$ cat config.mk
export PLATFORM = sky130hd
export DESIGN_NAME = snoop_ctrl_flat
export DESIGN_NICKNAME = d
export VERILOG_FILES = /design/src/rtl/snoop_ctrl_pkg.sv /design/src/rtl/snoop_ctrl_if.sv /design/src/rtl/snoop_ctrl.sv /design/src/flat_wrapper.sv
export SDC_FILE = /design/constraint.sdc
export NUM_CORES = 1
export LEC_CHECK = 0
export ABC_AREA = 1
export CORE_AREA = 4 4 83 85
export DETAILED_ROUTE_END_ITERATION = 6
export DIE_AREA = 0 0 87 89
export PLACE_DENSITY = 0.84
export SKIP_LAST_GASP = 1
export SLEW_MARGIN = 15
export SYNTH_ARGS = -nofsm -noshare
export SYNTH_HDL_FRONTEND = slang
export SYNTH_SLANG_ARGS = --single-unit
$ cat constraint.sdc
create_clock -name clk -period 4.58 [get_ports clk]
set_clock_uncertainty 0.05 [all_clocks]
set_input_delay 0.916 -clock clk [delete_from_list [all_inputs] [get_ports clk]]
set_output_delay 0.916 -clock clk [all_outputs]
set_load 0.03 [all_outputs]
$ cat src/rtl/snoop_ctrl_pkg.sv
// Shared types and helpers for the snoop controller.
// - state_e: FSM states of the snoop sequencer.
// - tag_word_t: widest possible tag-array word ({valid, tag}), used to pass
//   words of any configured width to the field-split helpers.
// - calc_tag_w / word_valid / word_tag: tag-word geometry and field split.
// CACHE_ADDR_WIDTH defaults to 32 unless the build defines it.

`ifndef CACHE_ADDR_WIDTH
`define CACHE_ADDR_WIDTH 32
`endif

package snoop_ctrl_pkg;

  localparam int unsigned AddrW    = `CACHE_ADDR_WIDTH;
  localparam int unsigned WordMaxW = AddrW + 1;

  typedef enum logic [2:0] {
    StIdle,
    StRd,
    StCmp,
    StInv,
    StDone
  } state_e;

  typedef logic [WordMaxW-1:0] tag_word_t;

  function automatic int unsigned calc_tag_w(int unsigned idx_w, int unsigned ofs_w);
    return AddrW - idx_w - ofs_w;
  endfunction

  // Valid bit sits directly above the tag field.
  function automatic logic word_valid(tag_word_t word, int unsigned tag_w);
    tag_word_t shifted;
    shifted = word >> tag_w;
    return shifted[0];
  endfunction

  function automatic tag_word_t word_tag(tag_word_t word, int unsigned tag_w);
    tag_word_t mask;
    mask = '1;
    return word & (mask >> (WordMaxW - tag_w));
  endfunction

endpackage

$ cat src/rtl/snoop_ctrl_if.sv
// Bus bundle for snoop_ctrl: SCU snoop channel, core tag-port request,
// shared tag-array port and the invalidation statistic.
// - slave:  view of the snoop controller.
// - master: view of the surrounding system (SCU, core, tag RAM).

interface snoop_ctrl_if #(
  parameter int unsigned IDX_W = 6,
  parameter int unsigned OFS_W = 4
);
  import snoop_ctrl_pkg::*;

  localparam int unsigned TAG_W = calc_tag_w(IDX_W, OFS_W);

  // SCU snoop channel
  logic [AddrW-1:0] snp_addr;
  logic             snp_valid;
  logic             snp_ready;

  // Core side of the tag port
  logic             core_req;
  logic             core_gnt;
  logic             core_tag_cs;
  logic             core_tag_we;
  logic [IDX_W-1:0] core_tag_idx;
  logic [TAG_W:0]   core_tag_wdata;

  // Shared tag-array port
  logic             tag_cs;
  logic             tag_we;
  logic [IDX_W-1:0] tag_idx;
  logic [TAG_W:0]   tag_wdata;
  logic [TAG_W:0]   tag_rdata;

  logic [31:0]      snp_hit_cnt;

  modport slave (
    input  snp_addr, snp_valid, core_req, core_tag_cs, core_tag_we, core_tag_idx,
           core_tag_wdata, tag_rdata,
    output snp_ready, core_gnt, tag_cs, tag_we, tag_idx, tag_wdata, snp_hit_cnt
  );

  modport master (
    output snp_addr, snp_valid, core_req, core_tag_cs, core_tag_we, core_tag_idx,
           core_tag_wdata, tag_rdata,
    input  snp_ready, core_gnt, tag_cs, tag_we, tag_idx, tag_wdata, snp_hit_cnt
  );

endinterface

$ cat src/rtl/snoop_ctrl.sv
// Snoop controller: arbitrates the single tag-array port between the core and
// SCU snoops, looks up the snooped line and invalidates it on a hit.
// Ports:
//   clk  - clock, all state on the rising edge
//   rstn - asynchronous active-low reset
//   bus  - snoop_ctrl_if.slave (snoop channel, core request, tag port, stats)
// Sequence per snoop: IDLE (take) -> RD -> CMP -> [INV] -> DONE -> IDLE.
// The core only loses IDLE to a pending snoop after STARVE_MAX lost cycles.
// Build option: SNOOP_STAT_EN adds a 32-bit invalidation counter; without it
// snp_hit_cnt is tied to zero.

module snoop_ctrl
  import snoop_ctrl_pkg::*;
#(
  parameter int unsigned IDX_W      = 6,
  parameter int unsigned OFS_W      = 4,
  parameter int unsigned STARVE_MAX = 4
) (
  input logic         clk,
  input logic         rstn,
  snoop_ctrl_if.slave bus
);

  localparam int unsigned TAG_W  = calc_tag_w(IDX_W, OFS_W);
  localparam int unsigned LineW  = IDX_W + TAG_W;
  localparam int unsigned CntW   = (STARVE_MAX > 0) ? $clog2(STARVE_MAX + 1) : 1;
  localparam int unsigned PadW   = WordMaxW - (TAG_W + 1);
  localparam logic [CntW-1:0] StarveMax = CntW'(STARVE_MAX);

  state_e           state_q, state_d;
  logic [LineW-1:0] line_q, line_d;     // snooped address without the byte offset
  logic [CntW-1:0]  starve_q, starve_d;
  logic             snp_take;
  logic             hit;

  logic [IDX_W-1:0] lat_idx;
  logic [TAG_W-1:0] lat_tag;
  tag_word_t        rd_word;
  logic             unused_ofs;

  assign lat_idx    = line_q[IDX_W-1:0];
  assign lat_tag    = line_q[LineW-1:IDX_W];
  assign unused_ofs = ^bus.snp_addr[OFS_W-1:0];

  assign rd_word = {{PadW{1'b0}}, bus.tag_rdata};
  assign hit     = word_valid(rd_word, TAG_W) &&
                   (word_tag(rd_word, TAG_W) == {{(WordMaxW - TAG_W){1'b0}}, lat_tag});

  always_comb begin
    state_d  = state_q;
    line_d   = line_q;
    starve_d = starve_q;
    snp_take = 1'b0;
    unique case (state_q)
      StIdle: begin
        snp_take = bus.snp_valid && (!bus.core_req || starve_q == StarveMax);
        if (snp_take) begin
          state_d  = StRd;
          line_d   = bus.snp_addr[AddrW-1:OFS_W];
          starve_d = '0;
        end else if (bus.snp_valid && bus.core_req) begin
          // Not taken with both requesting implies starve_q < StarveMax.
          starve_d = starve_q + 1'b1;
        end
      end
      StRd:    state_d = StCmp;
      StCmp:   state_d = hit ? StInv : StDone;
      StInv:   state_d = StDone;
      StDone:  state_d = StIdle;
      default: state_d = StIdle;
    endcase
  end

  always_ff @(posedge clk or negedge rstn) begin
    if (!rstn) begin
      state_q  <= StIdle;
      line_q   <= '0;
      starve_q <= '0;
    end else begin
      state_q  <= state_d;
      line_q   <= line_d;
      starve_q <= starve_d;
    end
  end

  // Outputs decode the state flop; rstn gating keeps them at reset values while
  // reset is held even if the core is requesting.
  always_comb begin
    bus.core_gnt  = 1'b0;
    bus.tag_cs    = 1'b0;
    bus.tag_we    = 1'b0;
    bus.tag_idx   = '0;
    bus.tag_wdata = '0;
    bus.snp_ready = 1'b0;
    if (rstn) begin
      unique case (state_q)
        StIdle: begin
          if (bus.core_req && !snp_take) begin
            bus.core_gnt  = 1'b1;
            bus.tag_cs    = bus.core_tag_cs;
            bus.tag_we    = bus.core_tag_we;
            bus.tag_idx   = bus.core_tag_idx;
            bus.tag_wdata = bus.core_tag_wdata;
          end
        end
        StRd: begin
          bus.tag_cs  = 1'b1;
          bus.tag_idx = lat_idx;
        end
        StInv: begin
          bus.tag_cs  = 1'b1;
          bus.tag_we  = 1'b1;
          bus.tag_idx = lat_idx;
        end
        StDone:  bus.snp_ready = 1'b1;
        default: ;
      endcase
    end
  end

`ifdef SNOOP_STAT_EN
  logic [31:0] hit_cnt_q, hit_cnt_d;

  always_comb begin
    hit_cnt_d = hit_cnt_q;
    if (state_q == StInv) hit_cnt_d = hit_cnt_q + 32'd1;
  end

  always_ff @(posedge clk or negedge rstn) begin
    if (!rstn) hit_cnt_q <= '0;
    else       hit_cnt_q <= hit_cnt_d;
  end

  assign bus.snp_hit_cnt = hit_cnt_q;
`else
  assign bus.snp_hit_cnt = 32'd0;
`endif

endmodule
$ cat src/flat_wrapper.sv
// flat-port wrapper written by rule: the top's interface ports become plain ports
module snoop_ctrl_flat import snoop_ctrl_pkg::*;
#(
  parameter int unsigned IDX_W      = 6,
  parameter int unsigned OFS_W      = 4,
  parameter int unsigned STARVE_MAX = 4
)
  (clk, rstn, bus_snp_addr, bus_snp_valid, bus_core_req, bus_core_tag_cs, bus_core_tag_we, bus_core_tag_idx, bus_core_tag_wdata, bus_tag_rdata, bus_snp_ready, bus_core_gnt, bus_tag_cs, bus_tag_we, bus_tag_idx, bus_tag_wdata, bus_snp_hit_cnt);
  snoop_ctrl_if #(.IDX_W(IDX_W), .OFS_W(OFS_W)) bus_i ();
  input logic clk;
  input logic rstn;
  input wire logic [$bits(bus_i.snp_addr)-1:0] bus_snp_addr;
  input wire logic [$bits(bus_i.snp_valid)-1:0] bus_snp_valid;
  input wire logic [$bits(bus_i.core_req)-1:0] bus_core_req;
  input wire logic [$bits(bus_i.core_tag_cs)-1:0] bus_core_tag_cs;
  input wire logic [$bits(bus_i.core_tag_we)-1:0] bus_core_tag_we;
  input wire logic [$bits(bus_i.core_tag_idx)-1:0] bus_core_tag_idx;
  input wire logic [$bits(bus_i.core_tag_wdata)-1:0] bus_core_tag_wdata;
  input wire logic [$bits(bus_i.tag_rdata)-1:0] bus_tag_rdata;
  output wire logic [$bits(bus_i.snp_ready)-1:0] bus_snp_ready;
  output wire logic [$bits(bus_i.core_gnt)-1:0] bus_core_gnt;
  output wire logic [$bits(bus_i.tag_cs)-1:0] bus_tag_cs;
  output wire logic [$bits(bus_i.tag_we)-1:0] bus_tag_we;
  output wire logic [$bits(bus_i.tag_idx)-1:0] bus_tag_idx;
  output wire logic [$bits(bus_i.tag_wdata)-1:0] bus_tag_wdata;
  output wire logic [$bits(bus_i.snp_hit_cnt)-1:0] bus_snp_hit_cnt;
  assign bus_i.snp_addr = bus_snp_addr;
  assign bus_i.snp_valid = bus_snp_valid;
  assign bus_i.core_req = bus_core_req;
  assign bus_i.core_tag_cs = bus_core_tag_cs;
  assign bus_i.core_tag_we = bus_core_tag_we;
  assign bus_i.core_tag_idx = bus_core_tag_idx;
  assign bus_i.core_tag_wdata = bus_core_tag_wdata;
  assign bus_i.tag_rdata = bus_tag_rdata;
  assign bus_snp_ready = bus_i.snp_ready;
  assign bus_core_gnt = bus_i.core_gnt;
  assign bus_tag_cs = bus_i.tag_cs;
  assign bus_tag_we = bus_i.tag_we;
  assign bus_tag_idx = bus_i.tag_idx;
  assign bus_tag_wdata = bus_i.tag_wdata;
  assign bus_snp_hit_cnt = bus_i.snp_hit_cnt;
  snoop_ctrl #(.IDX_W(IDX_W), .OFS_W(OFS_W), .STARVE_MAX(STARVE_MAX)) u_core (.clk(clk), .rstn(rstn), .bus(bus_i));
endmodule
==> results.rst, run 1 <==
.. list-table::
   :header-rows: 1

   * - Metric
     - Value
   * - Status
     - complete, no violations
   * - Crit path capture type
     - output pin
   * - Max-cap check violation count
     - 0
   * - Number of global-route vias before repair
     - around 2300
   * - Multiplexer fraction of the synthesized cell area
     - 0%
   * - IR Drop Worst-Case VDD
     - 237 uV
   * - Post-synth top flop
     - sky130_fd_sc_hd__dfrtp_1
   * - Final Instance Count excl. Fillers
     - around 550
   * - H-tree levels
     - 2
   * - Max Root-Sink Buffers
     - 2
   * - CTS Sinks
     - 34
   * - Worst setup timing slack at the placement stage
     - 0.474 ns
   * - Vertical die dimension
     - 89 um
   * - Number of failing hold endpoints at the final stage
     - 0
   * - Total of flip-flops plus latches after synthesis
     - 34
   * - Met3 usage
     - around 2.7%
   * - Xor and xnor area share after synthesis
     - 0.364%
   * - Tot GR Track Use
     - approximately 16%
   * - Fraction of power consumed by combinational cells
     - about half
   * - RSZ-0062 raised after global routing
     - no
   * - Post-detail-place hpwl
     - roughly 5.3 mm
   * - DRC Markers
     - 0
   * - Wire length per cell
     - 11.6 um
   * - Cts hold-fix bufs
     - 0
   * - Number of unique standard cell types used by synthesis
     - 26
   * - Final antenna-violating net count
     - 0
   * - Final WL
     - about 6.4 mm
   * - Quantity of I/O buffers inserted on ports
     - ~120
   * - Std-Cell Core Area
     - 6200 um2
   * - Final Wtd Congestion
     - between 0.7 and 0.8
   * - Fraction of layout cells with a size suffix above 1
     - approximately 8.2%
   * - Wire length of the first global-routing pass
     - 9.96 mm
   * - Worst Path Max Fanout
     - 24
   * - PwrDens
     - 423 nW/um2
   * - Share of synthesized flip-flops with an asynchronous set or reset
     - 100%
   * - Postcts setup bufs
     - 0
   * - Cells after synthesis
     - 358
   * - Cell at the root of the clock tree
     - sky130_fd_sc_hd__clkbuf_8
   * - Post-synthesis sequential area ratio
     - between 30% and 40%
   * - Initial core utilization
     - about two fifths
   * - Most congested layer reported by global routing
     - met2
   * - Post-route fraction of the period consumed by the critical path
     - roughly 90%
   * - Total iterations of the first detailed-routing run
     - 4
   * - Setup crit start kind
     - input port
   * - Ratio of routed vias to standard cells
     - roughly 4.2
   * - DP Cell Count
     - 546
   * - Simple-gate area share of the yosys netlist
     - between 30% and 40%
   * - Number of top-level design ports
     - 155
   * - Endpoints failing setup
     - 0
   * - CP Class
     - in -> out
   * - Setup slack after layout
     - 0.474 ns
   * - DRC marker count from the first detailed-route iteration
     - 54
   * - Fraction of the mapped netlist area in compound gates
     - between 9 and 10%
   * - Synth warnings
     - 0
   * - Clock buffers created by TritonCTS
     - 5
   * - Overflow left after global routing
     - 0
   * - Adder and majority cell fraction of the synthesized area
     - between 1 and 1.5%
   * - CP Data Arrival Time
     - 3.14 ns
   * - Lkg Pwr
     - 0.00185 uW
   * - Worst min-delay path class
     - in -> async
   * - Data required time at the worst endpoint
     - around 3.6 ns
   * - Final slew viol count
     - 0
   * - Fill count
     - a little under 600
   * - Global routing usage on met2
     - a little under a third
   * - # resized after CTS
     - 0
   * - Vias after detailed routing
     - between 2000 and 2500
   * - Clock slew at reported path FFs
     - 0.07 ns
   * - Core Util, Final
     - between 50% and 60%
   * - GR Layer Usage met1
     - a little under a fifth
   * - Relative contribution of sequential cells to total power
     - a little over a third
   * - Pin count of the biggest net entering global routing
     - 46
   * - Share of total power consumed by net switching
     - between 40% and 50%
   * - ANT cells
     - 0
   * - Setup TNS
     - 0 ns
   * - Worst skew pair latency
     - between 0.2 and 0.3 ns
   * - Initial antenna violation count
     - 0
   * - Worst hold margin
     - just under 0.4 ns
   * - Clock period minus final worst setup slack
     - 4.11 ns
   * - TritonCTS clock tree
     - done
   * - Post-synth EDFFs
     - 0
   * - Slew headroom
     - 56.5%
   * - Number of placement rows
     - 29
   * - Main combinational cell family by area after synthesis
     - simple AND/OR/NAND/NOR gates
   * - Mean area per synthesized cell
     - between 6 and 7 um2
   * - Full die area
     - 7740 um2
   * - Maximum achievable frequency
     - approximately 240 MHz
   * - Final nets
     - roughly 570
   * - Overall die width
     - roughly 87 um
   * - Proportion of power drawn by the clock network
     - around 15%
   * - Worst Tran Pin Value
     - approximately 0.65 ns
   * - Internal
     - roughly 870 uW
   * - Switching power
     - between 600 and 700 uW
   * - Mapped cell area
     - 2410 um2
   * - Area growth from synthesis to layout
     - 50.0%
-- flip-flops by register name, indices dropped and copies added, names as in the netlist --
signal and flops:
u_core.line_q 28, u_core.starve_q 3, u_core.state_q 3
-- cell families after synthesis --
family | after synthesis
simple gates | 170
buf+inv | 110
compound gates | 40
flops | 34
fa+ha+maj | 2
xor+xnor | 1
other cells | 1
-- critical path, cell delays in order --
cell                              delay, ns
sky130_fd_sc_hd__clkdlybuf4s50_1       0.47
sky130_fd_sc_hd__inv_2                 0.08
sky130_fd_sc_hd__a21oi_4               0.16
sky130_fd_sc_hd__o21ai_2               0.12
sky130_fd_sc_hd__nor2_8                0.17
sky130_fd_sc_hd__nand2_4               0.23
sky130_fd_sc_hd__inv_1                 0.14
sky130_fd_sc_hd__nand2_1               0.06
sky130_fd_sc_hd__o31ai_1               0.06
sky130_fd_sc_hd__clkdlybuf4s50_1       0.72
-- path summary, 6_finish.rpt --
path | from | end | slack, ns | cells past startpoint
worst max-delay path | bus_core_req | bus_tag_we | 0.47 | 10
worst min-delay path | rstn | u_core.line_q[5]$_DFFE_PN0P_ | 0.39 | 1
worst max register to register | u_core.starve_q[0]$_DFFE_PN0P_ | u_core.line_q[25]$_DFFE_PN0P_ | 2.40 | 7
worst min register to register | u_core.line_q[4]$_DFFE_PN0P_ | u_core.line_q[4]$_DFFE_PN0P_ | 0.44 | 2
max in group asynchronous | rstn | u_core.line_q[20]$_DFFE_PN0P_ | 3.45 | 2
min in group clk | u_core.line_q[4]$_DFFE_PN0P_ | u_core.line_q[4]$_DFFE_PN0P_ | 0.44 | 2
-- routing by layer --
metal / vias to the layer above / part of all wire (%)
met2: 60 / 56
met3: 2 / 4.5
met5: - / 0
met4: 0 / 0.094
met1: 1061 / 39
li1: 1225 / -
-- cell usage in the layout, fill, tap and decap left out --
| cell | n |
|---|---|
| sky130_fd_sc_hd__nand2_1 | 111 |
| sky130_fd_sc_hd__a21oi_4 | 1 |
| sky130_fd_sc_hd__conb_1 | 32 |
| sky130_fd_sc_hd__inv_1 | 67 |
| sky130_fd_sc_hd__o31ai_1 | 2 |
| sky130_fd_sc_hd__buf_4 | 1 |
| sky130_fd_sc_hd__nand3_1 | 2 |
| sky130_fd_sc_hd__a21oi_1 | 7 |
| sky130_fd_sc_hd__clkbuf_8 | 6 |
| sky130_fd_sc_hd__nand2_4 | 1 |
| sky130_fd_sc_hd__nor2_2 | 20 |
| sky130_fd_sc_hd__nor2_8 | 1 |
| sky130_fd_sc_hd__dfrtp_1 | 34 |
| sky130_fd_sc_hd__clkinv_1 | 1 |
| sky130_fd_sc_hd__nor2_1 | 31 |
| sky130_fd_sc_hd__inv_2 | 3 |
| sky130_fd_sc_hd__nand2_2 | 1 |
| sky130_fd_sc_hd__ha_1 | 2 |
| sky130_fd_sc_hd__a22oi_1 | 6 |
| sky130_fd_sc_hd__nor3_1 | 1 |
| sky130_fd_sc_hd__nand4_1 | 1 |
| sky130_fd_sc_hd__o21ai_2 | 1 |
| sky130_fd_sc_hd__clkdlybuf4s50_1 | 117 |
| sky130_fd_sc_hd__xnor2_1 | 1 |
| sky130_fd_sc_hd__o21ai_0 | 23 |
| sky130_fd_sc_hd__clkinv_2 | 1 |
| sky130_fd_sc_hd__nor2_4 | 1 |
| sky130_fd_sc_hd__buf_2 | 1 |
| sky130_fd_sc_hd__clkinvlp_4 | 1 |
-- synth_stat cells (2+ instances only) --
| master | n | area share, % |
|---|---|---|
| sky130_fd_sc_hd__nor2_2 | 20 | 5.2 |
| sky130_fd_sc_hd__nor2_1 | 31 | 4.8 |
| sky130_fd_sc_hd__inv_1 | 67 | 10 |
| sky130_fd_sc_hd__buf_2 | 5 | 1.0 |
| sky130_fd_sc_hd__o21ai_0 | 23 | 4.8 |
| sky130_fd_sc_hd__a22oi_1 | 6 | 1.9 |
| sky130_fd_sc_hd__dfrtp_1 | 34 | 35 |
| sky130_fd_sc_hd__nand2_1 | 111 | 17 |
| sky130_fd_sc_hd__buf_4 | 32 | 10 |
| sky130_fd_sc_hd__o31ai_1 | 2 | 0.62 |
| sky130_fd_sc_hd__buf_6 | 2 | 0.94 |
| sky130_fd_sc_hd__inv_2 | 3 | 0.47 |
| sky130_fd_sc_hd__ha_1 | 2 | 1.0 |
| sky130_fd_sc_hd__nand3_1 | 2 | 0.42 |
| sky130_fd_sc_hd__a21oi_1 | 7 | 1.5 |
-- metrics by stage --
| stage | power, uW | instance area (um2) |
|---|---|---|
| after floorplan | 1070 | 2520 |
| after global placement | 1270 | 3510 |
| after detailed placement | 1310 | 3510 |
| after CTS | 1550 | 3610 |
| after global routing | 1670 | 3610 |
| final | 1530 | 3610 |
-- layout make-up --
| cell class | count | area (um2) | share of cell area (%) |
|---|---|---|---|
| timing repair buffer | 119 | 1180 | 32.8 |
| multi-input combinational | 245 | 1120 | 31.0 |
| sequential | 34 | 851 | 23.6 |
| inverter | 71 | 267 | 7.38 |
| tap | 77 | 96.3 | 2.67 |
| clock buffer | 6 | 82.6 | 2.29 |
| clock inverter | 2 | 12.5 | 0.347 |
-- power by group through the flow --
stage | clock network, uW | registers, uW | logic (uW)
floorplan | 0 | 514 | 559
global placement | 0 | 526 | 746
detailed placement | 0 | 537 | 771
CTS | 236 | 532 | 777
global route | 252 | 553 | 865
finish | 229 | 533 | 765
No activity file was read; power rests on OpenSTA's default activity.
==> run 2, diff against run 1 <==
--- a/config.mk
+++ b/config.mk
@@ -6,10 +6,12 @@
 export NUM_CORES = 1
 export LEC_CHECK = 0
 export ABC_AREA = 1
-export CORE_AREA = 4 4 83 85
+export CORE_AREA = 4 4 82 84
+export CTS_BUF_LIST = sky130_fd_sc_hd__clkbuf_8
 export DETAILED_ROUTE_END_ITERATION = 6
-export DIE_AREA = 0 0 87 89
-export PLACE_DENSITY = 0.84
+export DIE_AREA = 0 0 86 88
+export GPL_TIMING_DRIVEN = 0
+export PLACE_DENSITY = 0.86
 export SKIP_LAST_GASP = 1
 export SLEW_MARGIN = 15
 export SYNTH_ARGS = -nofsm -noshare
==> run 2 against run 1 <==
Combinational power rose by 6.1%. Sequential cell count stayed put. Sequential share of layout area down 1.8 points. Wire length grew 7.9%. Worst setup slack gained 0.15 ns. First-iteration DRC count is 37% higher. Die area shrank 2.3%.
==> results.rst, run 2 (synthesized netlist as in run 1, its figures left out) <==
.. list-table::
   :header-rows: 1

   * - Metric
     - Value
   * - Status
     - complete, no violations
   * - Worst setup timing slack at the placement stage
     - 0.597 ns (+0.123 ns)
   * - Initial core utilization
     - 40.6% (+1.9 points)
   * - Fraction of power consumed by combinational cells
     - 51.6% (+1.5 points)
   * - Cell at the root of the clock tree
     - sky130_fd_sc_hd__clkbuf_8
   * - Worst skew pair latency
     - 0.29 ns (about the same)
   * - Vias after detailed routing
     - 2584 (+10%)
   * - Slowest Stage Delay on Critical Path
     - 0.72 ns (about the same)
   * - Core Util, Final
     - 65.9% (+7.8 points)
   * - Overall die width
     - 86 um (-1.1%)
   * - Registers with the highest flip-flop counts
     - u_core.line_q: 28 flops, u_core.starve_q: 3 flops, u_core.state_q: 3 flops
   * - Worst min-delay path class
     - reg -> reg
   * - Clock period minus final worst setup slack
     - 3.95 ns (-0.155 ns)
   * - Max-cap check violation count
     - 0 (unchanged)
   * - Initial antenna violation count
     - 0 (unchanged)
   * - Cts hold-fix bufs
     - 0 (unchanged)
   * - Final slew viol count
     - 0 (unchanged)
   * - Data required time at the worst endpoint
     - 3.61 ns (about the same)
   * - Lkg Pwr
     - 0.00207 uW (+12%)
   * - Setup slack after layout
     - 0.629 ns (+0.155 ns)
   * - Crit path capture type
     - output pin
   * - Fraction of layout cells with a size suffix above 1
     - 14.9% (+6.7 points)
   * - Wire length per cell
     - 11.7 um (+1.2%)
   * - Std-Cell Core Area
     - 5920 um2 (-4.6%)
   * - Vertical die dimension
     - 88 um (-1.1%)
   * - PwrDens
     - 403 nW/um2 (-4.8%)
   * - Overflow left after global routing
     - 0 (unchanged)
   * - Wire length of the first global-routing pass
     - 11.0 mm (+10%)
   * - # resized after CTS
     - 0 (unchanged)
   * - Tot GR Track Use
     - 18.2% (+2.2 points)
   * - Clock buffers created by TritonCTS
     - 5 (unchanged)
   * - Most common cell after layout, fill and taps aside
     - sky130_fd_sc_hd__clkdlybuf4s50_1
   * - Final Wtd Congestion
     - 0.839 (+9.8%)
   * - Relative contribution of sequential cells to total power
     - 33.8% (-1.1 points)
   * - Number of failing hold endpoints at the final stage
     - 0 (unchanged)
   * - Proportion of power drawn by the clock network
     - 14.5% (-0.5 points)
   * - Number of placement rows
     - 28 (-3.4%)
   * - Final nets
     - 607 (+6.9%)
   * - Post-detail-place hpwl
     - 5.82 mm (+11%)
   * - TritonCTS clock tree
     - done
   * - Full die area
     - 7570 um2 (-2.3%)
   * - Pin count of the biggest net entering global routing
     - 25 (-46%)
   * - Max reg flops
     - 28 (unchanged)
   * - Final antenna-violating net count
     - 0 (unchanged)
   * - Number of global-route vias before repair
     - 2543 (+12%)
   * - Total iterations of the first detailed-routing run
     - 4 (unchanged)
   * - Crit path buf inv count
     - 4 (unchanged)
   * - Internal
     - 897 uW (+3.6%)
   * - Cells along the critical path
     - clkdlybuf4s50_1 -> inv_2 -> a21oi_4 -> o21ai_2 -> nor2_8 -> nand2_4 -> inv_1 -> nand2_1 -> o31ai_1 -> clkdlybuf4s50_1
   * - RSZ-0062 raised after global routing
     - no
   * - DRC marker count from the first detailed-route iteration
     - 74 (+37%)
   * - Top reg by flops
     - u_core.line_q
   * - Maximum achievable frequency
     - 253 MHz (+3.9%)
   * - Crit-path most repeated cell
     - sky130_fd_sc_hd__clkdlybuf4s50_1
   * - Clock slew at reported path FFs
     - 0.07 ns (about the same)
   * - Post-route fraction of the period consumed by the critical path
     - 86.3% (-3.4 points)
   * - IR Drop Worst-Case VDD
     - 234 uV (-1.4%)
   * - Ratio of routed vias to standard cells
     - 4.37 (+3.2%)
   * - ANT cells
     - 0 (unchanged)
   * - Share of total power consumed by net switching
     - 43.0% (-0.36 points)
   * - DRC Markers
     - 0 (unchanged)
   * - Area growth from synthesis to layout
     - 62.2%
   * - Number of top-level design ports
     - 155 (unchanged)
   * - Worst Path Max Fanout
     - 8 (-67%)
   * - Delay-heaviest family, CP
     - buffers and inverters
   * - Switching power
     - 676 uW (+2.1%)
   * - Final WL
     - 6.92 mm (+7.9%)
   * - Top library cells by usage in the layout, fill and taps aside
     - sky130_fd_sc_hd__clkdlybuf4s50_1 (117), sky130_fd_sc_hd__nand2_1 (111), sky130_fd_sc_hd__inv_1 (68)
   * - Setup crit start kind
     - input port
   * - H-tree levels
     - 2 (unchanged)
   * - Worst hold margin
     - 0.419 ns (+0.0259 ns)
   * - Slowest cell on the critical path
     - sky130_fd_sc_hd__clkdlybuf4s50_1
   * - Quantity of I/O buffers inserted on ports
     - 118 (unchanged)
   * - CP Class
     - in -> out
   * - CP Data Arrival Time
     - 2.98 ns (-0.16 ns)
   * - Max Root-Sink Buffers
     - 2 (unchanged)
   * - Postcts setup bufs
     - 0 (unchanged)
   * - Endpoints failing setup
     - 0 (unchanged)
   * - CTS Sinks
     - 34 (unchanged)
[run 2: cell types whose count changed in the layout (fill, tap and decap cells not counted), sizes merged]
cell and delta:
buf +39, inv +1, clkinvlp -1
[run 2: cell type report]
type	instances	area [um2]
plain buffers	39	288
clock buffers	6	82.6
clock inverters	2	8.76
fillers	551	2020
inverters	71	267
multi-input cells	245	1120
flip-flops and latches	34	851
well taps	75	93.8
repair buffers	119	1200
[run 2: metrics by stage]
| stage | cell area (um2) | instances | TNS, ns | power, uW |
|---|---|---|---|---|
| CTS | 3900 | 591 | 0 | 1590 |
| global route | 3900 | 591 | 0 | 1710 |
| detailed placement | 3810 | 583 | 0 | 1350 |
| global placement | 3800 | 582 | -9.48 | 1310 |
| finish | 3900 | 591 | 0 | 1570 |
| floorplan | 2520 | 389 | 0 | 1070 |
[run 2: routing by layer]
| layer | global-route usage [%] | part of all wire (%) | vias up |
|---|---|---|---|
| met3 | 4.23 | 9.3 | 14 |
| met4 | 6.62 | 2.2 | 0 |
| met2 | 34.7 | 51 | 112 |
| met5 | 0 | 0 | - |
| li1 | - | - | 1305 |
| met1 | 19.5 | 38 | 1153 |
[run 2: worst register-to-register path, stage by stage, from the launching register on]
cell                      delay (ns)
sky130_fd_sc_hd__dfrtp_1        0.38
sky130_fd_sc_hd__inv_1          0.09
sky130_fd_sc_hd__ha_1           0.20
sky130_fd_sc_hd__a21oi_4        0.08
sky130_fd_sc_hd__nor2_1         0.09
sky130_fd_sc_hd__nand2_1        0.13
sky130_fd_sc_hd__inv_2          0.17
sky130_fd_sc_hd__buf_2          0.25
sky130_fd_sc_hd__o21ai_0        0.12
[run 2: power groups by stage]
stage               registers (uW)  logic [uW]  clock network [uW]
global placement               527         786                   0
floorplan                      514         559                   0
global route                   549         910                 250
detailed placement             538         813                   0
CTS                            532         820                 233
finish                         532         812                 229
[run 2: final timing paths]
| kind | startpoint | end | slack (ns) | depth (start not counted) |
|---|---|---|---|---|
| min in group asynchronous | rstn | u_core.line_q[18]$_DFFE_PN0P_ | 0.47 | 1 |
| max reg2reg | u_core.starve_q[0]$_DFFE_PN0P_ | u_core.line_q[16]$_DFFE_PN0P_ | 2.90 | 8 |
| max | bus_core_req | bus_tag_we | 0.63 | 10 |
| max in group asynchronous | rstn | u_core.line_q[11]$_DFFE_PN0P_ | 3.57 | 2 |
| min reg2reg | u_core.state_q[1]$_DFFE_PN0P_ | u_core.state_q[1]$_DFFE_PN0P_ | 0.42 | 1 |
| min | u_core.state_q[1]$_DFFE_PN0P_ | u_core.state_q[1]$_DFFE_PN0P_ | 0.42 | 1 |
==> run 3, diff against run 2 <==
--- a/config.mk
+++ b/config.mk
@@ -10,6 +10,7 @@
 export CTS_BUF_LIST = sky130_fd_sc_hd__clkbuf_8
 export DETAILED_ROUTE_END_ITERATION = 6
 export DIE_AREA = 0 0 86 88
+export GPL_ROUTABILITY_DRIVEN = 0
 export GPL_TIMING_DRIVEN = 0
 export PLACE_DENSITY = 0.86
 export SKIP_LAST_GASP = 1
==> results of run 3 <==
No change in the layout: final DEF, timing and power equal those of run 2.
